$ cat src/rtl/adc_result_framer_pkg.sv
// Shared constants and types for the ADC result framer: frame layout,
// result-word field positions and the framer state encoding.
package adc_result_framer_pkg;

    localparam logic [7:0] SYNC_BYTE_DEF = 8'hA5;
    localparam int         FRAME_BYTES   = 8;
    localparam int         DATA_BYTES    = 6;
    localparam int         RES_W         = 48;

    // Result word layout: [47] zero, then runup count, sign, runup set, rundown count
    localparam int RUNUP_CNT_MSB    = 46;
    localparam int RUNUP_CNT_LSB    = 32;
    localparam int RUNDOWN_SIGN_BIT = 31;
    localparam int RUNUP_SET_MSB    = 30;
    localparam int RUNUP_SET_LSB    = 16;
    localparam int RUNDOWN_CNT_MSB  = 15;
    localparam int RUNDOWN_CNT_LSB  = 0;

    typedef enum logic [1:0] {
        IDLE,
        SYNC,
        DATA,
        CSUM
    } frame_state_t;

endpackage

$ cat src/rtl/adc_result_framer_res_fifo.sv
// Small synchronous FIFO buffering conversion results ahead of the framer.
// full/empty are registered from the post-edge occupancy.
module res_fifo #(
    parameter int DATA_W = 48,
    parameter int DEPTH  = 2
) (
    input  logic              clk,
    input  logic              rst_n,
    input  logic              push,
    input  logic              pop,
    input  logic [DATA_W-1:0] wr_data,
    output logic [DATA_W-1:0] rd_data,
    output logic              full,
    output logic              empty
);

    localparam int PTR_W = (DEPTH > 1) ? $clog2(DEPTH) : 1;
    localparam int CNT_W = PTR_W + 1;

    logic [DATA_W-1:0] mem [DEPTH];
    logic [PTR_W-1:0]  wr_ptr;
    logic [PTR_W-1:0]  rd_ptr;
    logic [CNT_W-1:0]  count;
    logic [CNT_W-1:0]  count_next;
    logic              do_push;
    logic              do_pop;

    // A push into a full FIFO is legal when the head leaves on the same edge.
    assign do_pop     = pop && !empty;
    assign do_push    = push && (!full || do_pop);
    assign count_next = count + CNT_W'(do_push) - CNT_W'(do_pop);
    assign rd_data    = mem[rd_ptr];

    always_ff @(posedge clk) begin
        if (do_push) begin
            mem[wr_ptr] <= wr_data;
        end
    end

    always_ff @(posedge clk or negedge rst_n) begin
        if (!rst_n) begin
            wr_ptr <= '0;
            rd_ptr <= '0;
            count  <= '0;
            full   <= 1'b0;
            empty  <= 1'b1;
        end else begin
            if (do_push) wr_ptr <= wr_ptr + 1'b1;
            if (do_pop)  rd_ptr <= rd_ptr + 1'b1;
            count <= count_next;
            full  <= (count_next == CNT_W'(DEPTH));
            empty <= (count_next == '0);
        end
    end

endmodule

$ cat src/rtl/adc_result_framer.sv
// Buffers 48-bit conversion results and serialises each as an 8-byte frame
// (sync, six data bytes MSB-first, XOR checksum) over a byte valid/ready link.
module adc_result_framer
    import adc_result_framer_pkg::*;
#(
    parameter logic [7:0] SYNC_BYTE  = SYNC_BYTE_DEF,
    parameter int         FIFO_DEPTH = 2
) (
    input  logic             mclk,
    input  logic             rst_n,
    input  logic [RES_W-1:0] res_data,
    input  logic             res_valid,
    output logic [7:0]       tx_data,
    output logic             tx_valid,
    input  logic             tx_ready,
    output logic             fifo_full,
    output logic [7:0]       drop_cnt,
    output logic             busy
);

    localparam logic [2:0] LAST_IDX = 3'(DATA_BYTES - 1);

    frame_state_t     state;
    frame_state_t     state_next;
    logic [RES_W-1:0] fifo_head;
    logic             fifo_empty;
    logic             push;
    logic             pop;
    logic             drop;
    logic [RES_W-1:0] frame;
    logic [7:0]       csum;
    logic [2:0]       byte_idx;
    logic [7:0]       data_byte;

    function automatic logic [7:0] sat_inc(input logic [7:0] v);
        return (v == 8'hFF) ? v : v + 8'd1;
    endfunction

    // Only the idle framer takes the head; a full FIFO still accepts a write on that edge.
    assign pop  = (state == IDLE) && !fifo_empty;
    assign push = res_valid && (!fifo_full || pop);
    assign drop = res_valid && fifo_full && !pop;

    res_fifo #(
        .DATA_W (RES_W),
        .DEPTH  (FIFO_DEPTH)
    ) u_fifo (
        .clk     (mclk),
        .rst_n   (rst_n),
        .push    (push),
        .pop     (pop),
        .wr_data (res_data),
        .rd_data (fifo_head),
        .full    (fifo_full),
        .empty   (fifo_empty)
    );

    always_comb begin
        case (byte_idx)
            3'd0:    data_byte = frame[47:40];
            3'd1:    data_byte = frame[39:32];
            3'd2:    data_byte = frame[31:24];
            3'd3:    data_byte = frame[23:16];
            3'd4:    data_byte = frame[15:8];
            default: data_byte = frame[7:0];
        endcase
    end

    always_ff @(posedge mclk or negedge rst_n) begin
        if (!rst_n) begin
            state <= IDLE;
        end else begin
            state <= state_next;
        end
    end

    always_comb begin
        state_next = state;
        tx_valid   = 1'b0;
        tx_data    = 8'h00;
        busy       = (state != IDLE);
        case (state)
            IDLE: begin
                if (!fifo_empty) state_next = SYNC;
            end
            SYNC: begin
                tx_valid = 1'b1;
                tx_data  = SYNC_BYTE;
                if (tx_ready) state_next = DATA;
            end
            DATA: begin
                tx_valid = 1'b1;
                tx_data  = data_byte;
                if (tx_ready && (byte_idx == LAST_IDX)) state_next = CSUM;
            end
            CSUM: begin
                tx_valid = 1'b1;
                tx_data  = csum;
                if (tx_ready) state_next = IDLE;
            end
            default: state_next = IDLE;
        endcase
    end

    // Frame register, running checksum and byte index; the sync byte is not summed.
    always_ff @(posedge mclk or negedge rst_n) begin
        if (!rst_n) begin
            frame    <= '0;
            csum     <= 8'h00;
            byte_idx <= 3'd0;
        end else if (pop) begin
            frame    <= fifo_head;
            csum     <= 8'h00;
            byte_idx <= 3'd0;
        end else if ((state == DATA) && tx_ready) begin
            csum <= csum ^ data_byte;
            if (byte_idx != LAST_IDX) byte_idx <= byte_idx + 3'd1;
        end
    end

    always_ff @(posedge mclk or negedge rst_n) begin
        if (!rst_n) begin
            drop_cnt <= 8'd0;
        end else if (drop) begin
            drop_cnt <= sat_inc(drop_cnt);
        end
    end

endmodule

$ cat config.mk
export PLATFORM = sky130hd
export DESIGN_NAME = adc_result_framer
export DESIGN_NICKNAME = d
export VERILOG_FILES = /design/src/rtl/adc_result_framer_pkg.sv /design/src/rtl/adc_result_framer_res_fifo.sv /design/src/rtl/adc_result_framer.sv
export SDC_FILE = /design/constraint.sdc
export NUM_CORES = 1
export LEC_CHECK = 0
export CAP_MARGIN = 10
export CORE_MARGIN = 1.5
export CORE_UTILIZATION = 35
export DETAILED_ROUTE_END_ITERATION = 12
export PLACE_DENSITY = 0.61
export SYNTH_ARGS = -nofsm -noshare
export SYNTH_HDL_FRONTEND = slang
export SYNTH_SLANG_ARGS = --single-unit
$ cat constraint.sdc
create_clock -name mclk -period 3.5 [get_ports mclk]
set_input_delay 0.7 -clock mclk [delete_from_list [all_inputs] [get_ports mclk]]
set_output_delay 0.7 -clock mclk [all_outputs]
set_load 0.1 [all_outputs]
# After elaboration in Yosys (flattened, before gate mapping)
# Memory sizes are Yosys's and may differ from the RTL's. A register that Yosys moved wholly into a read port is not among the register bits.
# Cells that the tools add are included.
# classes
n_mux	15
n_reduce_logical	24
n_eq_ne	15
bitwise_logic	2
addsub	6
# op_table
op	n
$pmux 8 s5	1
$pmux 8 s3	1
$mux 8	2
$mux 3	3
$add 8x1->8 const B	1
$eq 8x8->1 const B	1
$logic_and 1x1->1	8
$mux 2	4
$ne 2x2->1 const B	4
$pmux 2 s4	1
$xor 8x8->8	1
$eq 2x2->1 const B	3
$eq 3x2->1 const B	2
$eq 3x3->1 const B	2
$reduce_bool 2->1	3
$logic_not 1->1	4
$logic_not 2->1	2
$reduce_and 2->1	2
$reduce_and 4->1	1
$add 3x1->3 const B	1
$eq 3x1->1 const B	1
$logic_not 3->1	1
$mux 1	3
$ne 3x3->1 const B	1
other kinds (7)	9
# totals
ff_bits	27
elab_cells	72
out_inout_bits	19
mem_count	1
inputBits	52
mem_bits_rw	96
# mem_list
name	words	width	rd	rd_ports_with_merged_regs	write_ports	line_no	source
u_fifo.mem	2	48	1	1	1	adc_result_framer_res_fifo.sv:20	logic [DATA_W-1:0] mem [DEPTH];

# Logic depth before layout (Yosys ltp)
# depth
ltp_word	8
depth_mapped	12
depth_no_buf	10

# Cells and area by module
# From an unflattened synthesis, not the netlist that was laid out.
# hier_totals
hier_cells	563
area_unflattened_um2	7317.0
# modules_own_cells
mod	cells_per_inst	seq_area_each_um2	area_each_um2	instances
res_fifo	170	3034.2	3764.9	1
adc_result_framer	393	1726.7	3552.2	1

# Worst setup path before layout
# No wires, ideal clock.
# synth_timing
path_type	flip-flop to output port
startpoint	register byte_idx[2]
endpoint	output tx_data[7]
n_path_buf	4
arrival_time_ps	3613
stages_incl_launch_ff	11
required_ps	2800
path_slack_ps	-813
path_cell_list	dfrtp_1 -> clkbuf_1 -> clkbuf_1 -> inv_1 -> ha_1 -> buf_6 -> or2_1 -> buf_6 -> o22ai_1 -> o221ai_1 -> a31oi_1
# synth_between
elab_chain_cells	3
word_cells_on_any_way	7
cone_classes	4 x eq/ne; 2 x mux; 1 x reduce/logical
# synth_lines
item	line_no	source
from (decl)	adc_result_framer.sv:32	logic [2:0] byte_idx;
from (signal assigned)	adc_result_framer.sv:117	if (byte_idx != LAST_IDX) byte_idx <= byte_idx + 3'd1;
$eq 3x3->1 (tied with other cells)	adc_result_framer.sv:59	case (byte_idx)
$pmux 8 s5 *	adc_result_framer.sv:59	
$pmux 8 s3 *	adc_result_framer.sv:82	case (state)
to (decl)	adc_result_framer.sv:13	output logic [7:0] tx_data,
# Every way passes the cells marked *; elsewhere a longest branch is shown, timed or not.

# Final worst setup path
# layout_timing
startpoint	register byte_idx[0]
endpoint	output tx_data[5]
# Same word-level chain as after synthesis.

==> impl_metrics.py <==
metrics = {
    "logic_synthesis": {
        "synth_flop_cell": "edfxtp_1",
        "synth_async_sr_flop_share_pct": 43.9,
        "synth_area_um2": 7000,
        "synth_edf_count": 96,
        "synth_warnings": 0,
        "ys_seq_elements": 171,
        "avgSynthCellArea_um2": 13.6,
        "synth_top_area_share_pct": 41.2,
        "synth.area.top_cells": "edfxtp_1 41%, dfrtp_1 26%, mux2i_1 8.3%",
        "synth.distinct_cells": 38,
        "synthCells": 514,
        "synth_fp_nets": 579,
        "synth_area_leader_cell": "edfxtp_1",
        "synth-seq-area-share_pct": 68.0,
    },
    "timing": {
        "period_needed_ns": 3.33,
        "finalClockSkew_ns": 0.0110,
        "slew_viol_final": 0,
        "fin_hold_ws_ns": 0.252,
        "fin_tns_setup_ns": 0,
        "slew_headroom_pct": 34.7,
        "final-setup-viol-count": 0,
        "max_freq_mhz": 300,
        "tightestPinTransition_ns": 0.976,
        "hold_viol_final": 0,
        "rsz0062_at_grt": "no",
        "fin_crit_sh_pct": 95.3,
    },
    "status": {
        "status": "finished clean",
    },
    "clock_network": {
        "clk_latency_ns": 0.42,
        "htreeDepth": 4,
        "clockBufferDepth": 2,
        "clock_sinks": 171,
        "cts_inserted_buffers": 17,
        "cts_root_buffer": "clkbuf_16",
        "tritoncts": "done",
        "clk_pin_slew_ns": 0.06,
        "post_cts_buffers": 0,
    },
    "floorplan": {
        "die-area_um2": 20900,
        "io_pins": 71,
        "core_um2": 19500,
        "num_rows": 51,
        "start_util_pct": 35.8,
        "die_w_um": 144,
        "fp.dieH_um": 144,
    },
    "routing": {
        "drt_first_pass_iters": 4,
        "final_antenna_net_count": 0,
        "drt_iter0_markers": 335,
        "routed_wl_mm": 13.9,
        "vias_per_cell": 4.87,
        "wl_per_cell_um": 16.2,
        "drc": 0,
        "num_vias": 4185,
    },
    "setup_path": {
        "ff2ff_setup_slack_ns": 1.09,
        "crit_fanout": 16,
        "critPathKind": "reg -> out",
        "start_kind": "flop",
        "cp.arrival_ns": 2.63,
        "r2r-start": "state[1]",
        "r2r_end": "u_fifo.full",
        "startpoint": "byte_idx[0]",
        "worstRegToRegCells": 10,
        "endpoint_kind": "primary output",
        "required_ns": 2.80,
    },
    "power_and_ir_drop": {
        "power_frac_comb_pct": 40.1,
        "leakage_nw": 3.55,
        "p_sw_mw": 3.40,
        "swShare_pct": 39.6,
        "ir_worst_vdd_mv": 0.437,
        "p_per_area_nw_per_um2": 981,
        "intPower_mw": 5.18,
        "p_clk_share_pct": 22.1,
        "p_seq_share_pct": 37.8,
    },
    "global_route": {
        "grt_pass1_vias": 4281,
        "grt.total_usage_pct": 14.2,
        "antenna_found_initial": 0,
        "grt_pass1_wl_mm": 22.2,
        "grt_max_degree": 114,
        "overflow": 0,
    },
    "finish": {
        "postLayoutCoreUtil_pct": 44.8,
        "drive_gt1_share_pct": 13.1,
        "diodes": 0,
        "nets": 646,
        "area_delta_synth_final_pct": 24.8,
    },
    "job": {
        "maxCapViolations": 0,
    },
    "placement": {
        "io_buffers": 70,
        "dp_hpwl_mm": 9.78,
        "gp_congestion": 0.849,
    },
    "min_path": {
        "hp-class": "in -> async",
    },
}
==> Yosys cell counts (8+ instances only) <==
cell,number
a22oi_1,8
edfxtp_1,96
mux2i_1,58
nand2b_1,9
dfrtp_1,74
clkbuf_1,26
ha_1,13
nor2_1,10
inv_1,12
o221ai_1,14
o21ai_0,50
and3_1,8
nand2_1,71
==> state kept, by name, summed over array words and instances (netlist names) <==
register	cells
csum	8
state	2
u_fifo.mem	96
u_fifo.rd_ptr	1
byte_idx	3
drop_cnt	8
u_fifo.empty	1
u_fifo.full	1
u_fifo.count	2
u_fifo.wr_ptr	1
frame	48
==> power by group through the flow <==
stage | Combinational [mW] | Sequential [mW] | Clock (mW)
final | 3.44 | 3.24 | 1.90
after global routing | 3.73 | 3.31 | 2.03
after CTS | 3.47 | 3.24 | 1.93
after detailed placement | 3.44 | 3.28 | 0
after global placement | 3.34 | 3.26 | 0
after floorplan | 2.38 | 3.29 | 0
==> critical path, stage by stage (launching register included) <==
cell	delay, ns
dfrtp_1	0.40
ha_1	0.21
ha_1	0.29
or2_4	0.33
or2_4	0.35
o221ai_1	0.30
a31oi_4	0.15
buf_12	0.20
==> kinds of logic after synthesis <==
group	share of synthesized area, %
mux	8.62
flops	68.0
compound gates	9.69
simple gates	6.97
xor+xnor	1.50
fa+ha+maj	2.32
buf+inv	2.88
==> layout make-up <==
cell class / instances / area, um^2
fillers: 1800 / 10800
flip-flops and latches: 171 / 4760
multi-input cells: 299 / 2140
repair buffers: 80 / 843
clock buffers: 25 / 539
well taps: 265 / 332
clock inverters: 7 / 72.6
inverters: 12 / 45.0
==> repair_timing <==
action | 4_1_cts | 5_1_grt
hold buffers | 0 | 0
gates resized for setup | 3 | 3
setup endpoints to repair | 8 | 4
==> worst max-delay path by stage <==
| stage | slack (ns) | to |
|---|---|---|
| 2_1_floorplan | -0.16 | tx_data[7] |
| 3_3_place_gp | 0.43 | tx_data[0] |
| 3_5_place_dp | 0.30 | tx_data[7] |
| 4_1_cts | 0.08 | tx_data[0] |
| 5_1_grt | 0.03 | tx_data[7] |
| 6_report | 0.17 | tx_data[5] |
==> per-layer routing <==
| metal | track usage (%) | vias to the layer above | wire, um |
|---|---|---|---|
| met2 | 22.7 | 102 | 6580 |
| met5 | 0 | - | 0 |
| met4 | 4.31 | 0 | 159 |
| met3 | 3.74 | 14 | 786 |
| li1 | - | 2017 | - |
| met1 | 19.1 | 2052 | 6370 |
==> stage by stage <==
| step | instance area [um^2] | total power [mW] | setup slack [ns] | std cells |
|---|---|---|---|---|
| CTS | 8730 | 8.64 | 0.0842 | 859 |
| detailed placement | 8110 | 6.71 | 0.298 | 827 |
| floorplan | 7080 | 5.67 | -0.160 | 514 |
| global route | 8740 | 9.07 | 0.0332 | 859 |
| global placement | 8110 | 6.60 | 0.430 | 827 |
| finish | 8740 | 8.58 | 0.166 | 859 |
==> cells in the final DEF (no fill, tap or decap), types with 9 or more instances in the layout <==
| cell | synthesis | final |
|---|---|---|
| o21ai_0 | 50 | 50 |
| nand2_1 | 71 | 71 |
| clkbuf_16 | 0 | 20 |
| buf_4 | 0 | 17 |
| nor2_1 | 10 | 9 |
| edfxtp_1 | 96 | 96 |
| buf_12 | 0 | 9 |
| ha_1 | 13 | 13 |
| mux2i_1 | 58 | 58 |
| o221ai_1 | 14 | 12 |
| dfrtp_1 | 74 | 73 |
| clkdlybuf4s50_1 | 0 | 53 |
| inv_1 | 12 | 12 |
Note: power is estimated with default switching activity, not from simulation.
